**src/rtl/float_pkg.sv**
```systemverilog
// Shared FP32 field layout, conversion constants, flag indices and FSM states
// for the float-to-uint8 return path of the grayscale pipeline.
package float_pkg;

  localparam int unsigned FP_W   = 32;
  localparam int unsigned EXP_W  = 8;
  localparam int unsigned MAN_W  = 23;
  localparam int unsigned SIG_W  = MAN_W + 1;
  localparam int unsigned OUT_W  = 8;
  localparam int unsigned FLAG_W = 3;
  localparam int unsigned K_W    = 4;

  localparam int unsigned SIGN_POS = 31;
  localparam int unsigned EXP_MSB  = 30;
  localparam int unsigned EXP_LSB  = 23;
  localparam int unsigned MAN_MSB  = 22;

  localparam int unsigned BIAS        = 127;
  localparam int unsigned E_MIN_ROUND = BIAS - 1;       // 0.5 <= |x|: may round up to 1
  localparam int unsigned E_SAT       = BIAS + OUT_W;   // |x| >= 256
  localparam int unsigned E_ALIGN0    = E_SAT - 1;      // exponent needing no alignment
  localparam int unsigned PRESHIFT    = SIG_W - OUT_W;

  localparam int unsigned FLAG_SAT = 0;
  localparam int unsigned FLAG_NEG = 1;
  localparam int unsigned FLAG_NAN = 2;

  typedef enum logic [1:0] {
    ST_IDLE  = 2'd0,
    ST_ALIGN = 2'd1,
    ST_ROUND = 2'd2,
    ST_OUT   = 2'd3
  } state_e;

  typedef struct packed {
    logic             sign;
    logic [EXP_W-1:0] exp;
    logic [MAN_W-1:0] man;
  } fp32_t;

endpackage

```
**src/rtl/float_to_int_if.sv**
```systemverilog
// Valid/ready request and response channels of the float-to-int converter.
interface float_to_int_if;
  import float_pkg::*;

  logic              in_valid;
  logic              in_ready;
  logic [FP_W-1:0]   float_input;
  logic              out_valid;
  logic              out_ready;
  logic [OUT_W-1:0]  int_output;
  logic [FLAG_W-1:0] out_flags;

  modport master (
    output in_valid, float_input, out_ready,
    input  in_ready, out_valid, int_output, out_flags
  );

  modport slave (
    input  in_valid, float_input, out_ready,
    output in_ready, out_valid, int_output, out_flags
  );

endinterface

```
**src/rtl/fp32_unpack.sv**
```systemverilog
// Combinational FP32 field split and classification; also prepares the
// pre-shifted quotient, guard and sticky bits plus the alignment count.
module fp32_unpack
  import float_pkg::*;
(
  input  logic [FP_W-1:0]  fp_i,
  output logic             nan_c_o,
  output logic             neg_c_o,
  output logic             sat_c_o,
  output logic             zero_c_o,
  output logic [K_W-1:0]   k_c_o,
  output logic [OUT_W-1:0] q_c_o,
  output logic             g_c_o,
  output logic             s_c_o
);

  fp32_t            f;
  logic [SIG_W-1:0] sig;
  logic             nonzero;

  assign f       = fp32_t'(fp_i);
  assign sig     = {1'b1, f.man};
  assign nonzero = (f.exp != '0) || (f.man != '0);

  // Priority classification: NaN, negative, saturate, underflow-to-zero.
  always_comb begin
    nan_c_o  = 1'b0;
    neg_c_o  = 1'b0;
    sat_c_o  = 1'b0;
    zero_c_o = 1'b0;
    if ((f.exp == '1) && (f.man != '0)) begin
      nan_c_o = 1'b1;
    end else if (f.sign && nonzero) begin
      neg_c_o = 1'b1;
    end else if (f.exp >= EXP_W'(E_SAT)) begin
      sat_c_o = 1'b1;
    end else if (f.exp < EXP_W'(E_MIN_ROUND)) begin
      zero_c_o = 1'b1;
    end
  end

  // Only meaningful for exponents in the rounding window (count 0..8).
  assign k_c_o = K_W'(EXP_W'(E_ALIGN0) - f.exp);
  assign q_c_o = sig[SIG_W-1 -: OUT_W];
  assign g_c_o = sig[PRESHIFT-1];
  assign s_c_o = |sig[PRESHIFT-2:0];

endmodule

```
**src/rtl/float_to_int.sv**
```systemverilog
// Iterative FP32 to uint8 converter: classify on accept, shift right one bit
// per cycle, round (RNE or truncate) with saturation, then hold the result.
module float_to_int
  import float_pkg::*;
#(
  parameter int unsigned ROUND_MODE = 0
) (
  input  logic           clk,
  input  logic           rst_n,
  float_to_int_if.slave  bus
);

  localparam logic RNE = (ROUND_MODE == 0);

  state_e            state_q, state_d;
  logic [OUT_W-1:0]  q_q, q_d;
  logic              g_q, g_d;
  logic              s_q, s_d;
  logic [K_W-1:0]    k_q, k_d;
  logic [OUT_W-1:0]  res_q, res_d;
  logic [FLAG_W-1:0] flags_q, flags_d;
  logic              in_ready_q, in_ready_d;
  logic              out_valid_q, out_valid_d;

  logic              nan_c, neg_c, sat_c, zero_c;
  logic [K_W-1:0]    k_c;
  logic [OUT_W-1:0]  q_c;
  logic              g_c, s_c;
  logic              round_inc_c;
  logic [OUT_W:0]    round_sum_c;

  fp32_unpack u_unpack (
    .fp_i     (bus.float_input),
    .nan_c_o  (nan_c),
    .neg_c_o  (neg_c),
    .sat_c_o  (sat_c),
    .zero_c_o (zero_c),
    .k_c_o    (k_c),
    .q_c_o    (q_c),
    .g_c_o    (g_c),
    .s_c_o    (s_c)
  );

  // Round-half-to-even increment; truncation mode never increments.
  assign round_inc_c = RNE & g_q & (s_q | q_q[0]);
  assign round_sum_c = {1'b0, q_q} + (OUT_W+1)'(round_inc_c);

  always_comb begin
    state_d = state_q;
    q_d     = q_q;
    g_d     = g_q;
    s_d     = s_q;
    k_d     = k_q;
    res_d   = res_q;
    flags_d = flags_q;

    unique case (state_q)
      ST_IDLE: begin
        if (bus.in_valid) begin
          state_d = ST_OUT;
          flags_d = '0;
          if (nan_c) begin
            res_d             = '0;
            flags_d[FLAG_NAN] = 1'b1;
          end else if (neg_c) begin
            res_d             = '0;
            flags_d[FLAG_NEG] = 1'b1;
          end else if (sat_c) begin
            res_d             = '1;
            flags_d[FLAG_SAT] = 1'b1;
          end else if (zero_c) begin
            res_d = '0;
          end else begin
            q_d     = q_c;
            g_d     = g_c;
            s_d     = s_c;
            k_d     = k_c;
            state_d = (k_c == '0) ? ST_ROUND : ST_ALIGN;
          end
        end
      end

      ST_ALIGN: begin
        s_d = s_q | g_q;
        g_d = q_q[0];
        q_d = q_q >> 1;
        k_d = k_q - K_W'(1);
        if (k_q <= K_W'(1)) begin
          state_d = ST_ROUND;
        end
      end

      ST_ROUND: begin
        state_d = ST_OUT;
        flags_d = '0;
        if (round_sum_c[OUT_W]) begin
          res_d             = '1;
          flags_d[FLAG_SAT] = 1'b1;
        end else begin
          res_d = round_sum_c[OUT_W-1:0];
        end
      end

      ST_OUT: begin
        if (bus.out_ready) begin
          state_d = ST_IDLE;
        end
      end

      default: state_d = ST_IDLE;
    endcase

    in_ready_d  = (state_d == ST_IDLE);
    out_valid_d = (state_d == ST_OUT);
  end

  always_ff @(posedge clk or negedge rst_n) begin
    if (!rst_n) begin
      state_q     <= ST_IDLE;
      q_q         <= '0;
      g_q         <= 1'b0;
      s_q         <= 1'b0;
      k_q         <= '0;
      res_q       <= '0;
      flags_q     <= '0;
      in_ready_q  <= 1'b1;
      out_valid_q <= 1'b0;
    end else begin
      state_q     <= state_d;
      q_q         <= q_d;
      g_q         <= g_d;
      s_q         <= s_d;
      k_q         <= k_d;
      res_q       <= res_d;
      flags_q     <= flags_d;
      in_ready_q  <= in_ready_d;
      out_valid_q <= out_valid_d;
    end
  end

  assign bus.in_ready   = in_ready_q;
  assign bus.out_valid  = out_valid_q;
  assign bus.int_output = res_q;
  assign bus.out_flags  = flags_q;

endmodule

```
**src/flat_wrapper.sv**
```systemverilog
// flat-port wrapper written by rule: the top's interface ports become plain ports
module float_to_int_flat import float_pkg::*;
#(
  parameter int unsigned ROUND_MODE = 0
)
  (clk, rst_n, bus_in_valid, bus_float_input, bus_out_ready, bus_in_ready, bus_out_valid, bus_int_output, bus_out_flags);
  float_to_int_if bus_i ();
  input  logic clk;
  input  logic rst_n;
  input wire logic [$bits(bus_i.in_valid)-1:0] bus_in_valid;
  input wire logic [$bits(bus_i.float_input)-1:0] bus_float_input;
  input wire logic [$bits(bus_i.out_ready)-1:0] bus_out_ready;
  output wire logic [$bits(bus_i.in_ready)-1:0] bus_in_ready;
  output wire logic [$bits(bus_i.out_valid)-1:0] bus_out_valid;
  output wire logic [$bits(bus_i.int_output)-1:0] bus_int_output;
  output wire logic [$bits(bus_i.out_flags)-1:0] bus_out_flags;
  assign bus_i.in_valid = bus_in_valid;
  assign bus_i.float_input = bus_float_input;
  assign bus_i.out_ready = bus_out_ready;
  assign bus_in_ready = bus_i.in_ready;
  assign bus_out_valid = bus_i.out_valid;
  assign bus_int_output = bus_i.int_output;
  assign bus_out_flags = bus_i.out_flags;
  float_to_int #(.ROUND_MODE(ROUND_MODE)) u_core (.clk(clk), .rst_n(rst_n), .bus(bus_i));
endmodule
```
**config.mk**
```make
export PLATFORM = sky130hd
export DESIGN_NAME = float_to_int_flat
export DESIGN_NICKNAME = d
export VERILOG_FILES = /design/src/rtl/float_pkg.sv /design/src/rtl/float_to_int_if.sv /design/src/rtl/fp32_unpack.sv /design/src/rtl/float_to_int.sv /design/src/flat_wrapper.sv
export SDC_FILE = /design/constraint.sdc
export NUM_CORES = 1
export LEC_CHECK = 0
export ABC_AREA = 1
export BUFFER_PORTS_ARGS = -buffer_cell sky130_fd_sc_hd__buf_2
export CAP_MARGIN = 30
export CORE_AREA = 2 2 70 72
export CTS_BUF_LIST = sky130_fd_sc_hd__clkbuf_4
export CTS_CLUSTER_SIZE = 24
export DETAILED_ROUTE_END_ITERATION = 7
export DIE_AREA = 0 0 72 74
export PLACE_DENSITY = 0.65
export SLEW_MARGIN = 20
export SYNTH_ARGS = -nofsm -noshare
export SYNTH_HDL_FRONTEND = slang
export SYNTH_SLANG_ARGS = --single-unit
```
**constraint.sdc**
```tcl
create_clock -name clk -period 1.9 [get_ports clk]
set_clock_uncertainty 0.2 [all_clocks]
set_input_delay 0.095 -clock clk [delete_from_list [all_inputs] [get_ports clk]]
set_output_delay 0.095 -clock clk [all_outputs]
set_load 0.05 [all_outputs]
```
* Word level (Yosys, flattened, before mapping)
Index checks and enable logic that the tools add are counted. Widths: inputs -> output; s select.
Storage, ports and cells: register bits after elaboration 29, input bits 36, output and inout bits 13, word-level logic and storage cells 101
Operators by class: reduce and logical (&&, ||, !) cells 14, bitwise operators 3, multiplexer cells 58, add/subtract/negate cells 3, equal/unequal tests 11, magnitude comparators 3
Operator list (count):
- $mux 8 | 11
- $pmux 8 s2 | 2
- $mux 1 | 25
- $reduce_bool 23->1 | 1
- $mux 4 | 5
- $mux 2 | 9
- $reduce_or 15->1 | 1
- $ne 2x2->1 const B | 5
- $add 8x1->9 | 1
- $eq 8x8->1 const B | 1
- $ge 8x8->1 const B | 1
- $lt 8x7->1 const B | 1
- $pmux 2 s4 | 1
- $pmux 4 s2 | 1
- $reduce_bool 8->1 | 1
- $eq 2x2->1 const B | 3
- $pmux 3 s2 | 1
- $reduce_and 6->1 | 1
- $ne 5x2->1 const B | 1
- $le 4x1->1 const B | 1
- $logic_not 2->1 | 2
- $logic_not 4->1 | 1
- $pmux 1 s2 | 2
- $reduce_bool 2->1 | 2
- 10 further kinds | 12

* Depth between registers and ports, before layout
word-level depth 12, depth in mapped cells 13

* By module
Synthesis repeated with hierarchy kept, for this count alone.
Second synthesis, totals: cells, all modules 268, area, all modules 1970.6 µm²
Modules (own cells, without submodules):
- float_to_int | seq. area each 726.9 µm², cells an instance 202, area each 1620.3 µm², instances 1
- fp32_unpack | seq. area each 0.0 µm², cells an instance 66, area each 350.3 µm², instances 1

* Worst setup path before layout
No wires, ideal clock.
kind reg2reg, start register u_core.q_q[0], end register u_core.res_q[4], in the netlist u_core.bus.int_output[4], cell stages (with the launch flop) 12, path slack 0.055 ns, clock period less this slack 1.845 ns, data required time 1.581 ns, library setup time 0.119 ns, arrival time 1.526 ns, buffers on the path 0, cell sequence dfrtp_1 o21a_1 ha_1 ha_1 nand2_1 inv_1 nand3_1 inv_1 o21ai_0 nand2_1 nand3_1 nand2_1
On the way: cells in the longest elaborated chain, start to end 5
RTL lines:
- start: declaration | line float_to_int.sv:16 | logic [OUT_W-1:0] q_q, q_d;
- start signal: assignment | line float_to_int.sv:130 | q_q <= q_d;
- $or 1x1->1 | line float_to_int.sv:45 | assign round_inc_c = RNE & g_q & (s_q | q_q[0]);
- $and 1x1->1 | line float_to_int.sv:45
- $add 8x1->9 (*) | line float_to_int.sv:46 | assign round_sum_c = {1'b0, q_q} + (OUT_W+1)'(round_inc_c);
- $mux 8 (*) | line float_to_int.sv:96 | if (round_sum_c[OUT_W]) begin
- $pmux 8 s2 (*) | line float_to_int.sv:57 | unique case (state_q)
- end signal: assignment | line float_to_int.sv:134 | res_q <= res_d;
- end: declaration | line float_to_int.sv:20 | logic [OUT_W-1:0] res_q, res_d;
Every way passes the cells marked *; elsewhere a longest branch is shown, timed or not. A chain may end at the register's enable or synchronous reset.

* Worst setup path after layout
start register u_core.q_q[0], end register u_core.res_q[6], in the netlist u_core.bus.int_output[6]
The elaborated chain is that of the path after synthesis.

==> results.yml <==
cells_and_area:
  areaGrowthSynthToFinish_pct: 30.89
  num-fill-cells: 460
  drive_gt1_share_pct: 28.33
  layout.nets: 396
  num_antenna_cells: 0
  multiInputGateArea_um2: 1179
  seq_area_um2: 726.9
  final_area_um2: 2571
worst_setup_path:
  cp_data_arrival_time_ns: 1.91
  cp_max_fo: 3
  crit_start: "u_core.q_q[0]"
  crit_type: "flop to flop"
  rr_endpoint: "u_core.bus.int_output[6]"
  reg2reg_depth: 12
  r2r_slack_ns: 0.001
  critical_path.slowest_cell: "dfrtp_1"
  critPathMaxStageDelay_ns: 0.36
  r2r_start: "u_core.q_q[0]"
  start_kind: "flop"
  end_kind: "flop"
  required_ns: 1.91
  endpoint: "u_core.bus.int_output[6]"
  worstPathCellList: "o21a_1 > ha_2 > ha_4 > nand2_4 > inv_4 > nand2_4 > nor3_4 > nand3_1 > o211ai_1 > nand2_1 > nand3_2 > nand2_1"
global_routing:
  grt_pass1_vias: 1859
  grt_pass1_wl_um: 7879
  grt-ovfl-total: 0
  grt_max_degree: 30
  track_usage_pct: 18.53
  antenna_found_initial: 0
pwr:
  total_power_mw: 3.595
  power.density_nw_per_um2: 1398
  vdd_ir_drop_max_uv: 618.5
  p_leak_nw: 1.394
detailed_routing:
  num_vias: 1965
  detail_route.wl_per_cell_um: 11.33
  vias_per_cell: 4.828
  drc: 0
  dr.pass1.iters: 4
  finalWirelength_um: 4613
  antenna_left: 0
  drt_iter0_markers: 108
synth:
  ys.warnings.count: 0
  postSynthCellCount: 280
  netlist.top_cell.by_area: "dfrtp_1"
  synth-seq-cells: 29
  avgSynthCellArea_um2: 7.016
  synth_cell_types: 36
  synth_area_um2: 1964
  synth-seq-area-share_pct: 37.01
  synthTopCellsByArea: "dfrtp_1 (36%), nand2_1 (21%), nor2_1 (5.4%)"
  netlist.area_leader.share_pct: 35.67
  synth_nets: 323
floorplanning:
  die_area_um2: 5328
  die-width_um: 72
  fp.dieH_um: 74
  core_area_um2: 4598
  io_pins: 49
  num_rows: 25
  initial_core_util_pct: 42.72
sta:
  fin_ws_ns: 0.001086
  finalCritPeriodShare_pct: 99.94
  totalNegativeSetupSlack_ns: 0
  hold_slack_ns: 0.02499
  slew_violations: 0
  hold_violations: 0
  relSlewSlack_pct: 57.80
  rsz0062_at_grt: "true"
  setup_viol_count_final: 0
  fmax_mhz: 526.6
  post-route-min-period_ns: 1.899
  tightest_slew_ns: 0.6330
clock_network:
  root_buffer: "clkbuf_4"
  clk-insertion-delay-late_ns: 0.32
  cts_max_path_buffers: 2
  clk_pin_slew_ns: 0.09
  cts_made_buffers: 5
  cts_tree: "done"
  clkSinkCount: 29
  cts_max_level: 2
placement:
  port_buffers: 48
  place.gp.congestion: 0.8176
  hpwlAfterDp_um: 3447
  placed_area_um2: 2337
  pre_cts_slack_ns: -0.06383
job:
  drv_cap: 0
status:
  outcome: "complete, no violations"
hold_path:
  hp-start: "bus_float_input[12]"
  worstHoldPathType: "input port to flop"
[kinds of logic (layout without fill, tap and decap cells)]
group	Yosys count	in the layout	synth area share, %
compound gates	34	34	11.59
xor+xnor	5	5	2.229
fa+ha+maj	7	7	4.458
buf+inv	30	103	6.688
flops	29	29	37.01
mux	1	1	0.5096
simple gates	174	174	37.52
[cells in the mapped netlist]
cell	n
nor2_1	28
nand3_1	19
o21ai_4	1
a21oi_1	3
a31oi_1	1
inv_1	23
a21oi_4	1
nor3_1	2
nor4_1	2
dfrtp_1	28
nand2_1	108
o21ai_2	1
ha_1	7
o21ai_0	15
or2_2	1
o21a_1	1
o31ai_1	3
nor2_4	2
inv_2	2
o21bai_1	3
or2_1	1
a21oi_2	1
dfstp_2	1
nor2_2	4
mux2i_1	1
nand2_4	1
buf_6	2
nand4_1	3
clkbuf_1	2
o21ai_1	1
xnor2_1	1
o211ai_1	2
nand2_2	3
xor2_1	4
buf_4	1
a41oi_1	1
[worst max-delay path: cells and delay by family (launching register included)]
kind / cells / cell delay, ns
adder cells (fa/ha/maj): 2 / 0.36
AO/OA/AOI/OAI: 2 / 0.23
buffers and inverters: 1 / 0.08
flip-flops: 1 / 0.36
AND/OR/NAND/NOR: 7 / 0.57
[layer usage]
layer  GRT usage, %  up-vias  wire [µm]
met2          31.58       32       2252
met5              0        -          0
met4          6.080        0         43
li1               -     1040          -
met1          23.69      888       2175
met3          3.794        5        141
[stage by stage]
step,instances,util [%]
floorplan,280,-
global placement,389,50.83
detailed placement,389,50.83
CTS,406,54.29
global route,407,55.92
finish,407,55.92
[cell usage in the layout (no fill, tap or decap), types with 5 or more instances in the layout]
cell type      count
buf_2             48
buf_4             12
clkbuf_4           6
dfrtp_1           28
dlygate4sd3_1     10
ha_1               5
inv_1             21
nand2_1          105
nand3_1           16
nor2_1            27
nor2_2             5
o21ai_0           10
[power by group]
| part | internal, mW | leakage, nW | switching [mW] |
|---|---|---|---|
| Clock | 0.148 | 0.0292 | 0.195 |
| Sequential | 0.891 | 0.364 | 0.210 |
| Combinational | 0.756 | 1.00 | 1.39 |
| Total | 1.80 | 1.39 | 1.80 |
[worst min-delay path by stage]
stage                          endpoint  slack, ns  cells after the start
2_1_floorplan  u_core.bus.int_output[0]      -0.40                      0
3_3_place_gp    u_core.bus.out_flags[2]      -0.04                      1
3_5_place_dp       u_core.bus.out_valid      -0.04                      1
4_1_cts               u_core.state_q[0]      0.005                      4
5_1_grt               u_core.state_q[0]       0.03                      4
6_report                     u_core.s_q       0.02                      5
[cell type report]
type | count | share of cell area [%]
clock buffers | 6 | 1.752
clock inverters | 1 | 0.1460
inverters | 25 | 3.844
multi-input cells | 221 | 45.84
flip-flops and latches | 29 | 28.27
well taps | 54 | 2.628
repair buffers | 71 | 17.52
[sequential cells by signal (all words and copies together), names as in the netlist]
register and cells:
u_core.bus.int_output 8, u_core.q_q 8, u_core.k_q 4, u_core.bus.out_flags 3
u_core.state_q 2, u_core.bus.in_ready 1, u_core.bus.out_valid 1, u_core.g_q 1
u_core.s_q 1
[timing repair]
action / CTS / global route
endpoints found under the hold margin: 38 / 0
resized for setup: 6 / 20
pin swaps: 0 / 8
buffers inserted: 0 / 1
endpoints found under the setup margin: 6 / 9
hold buffers: 10 / 0
No activity file was read; power rests on OpenSTA's default activity.
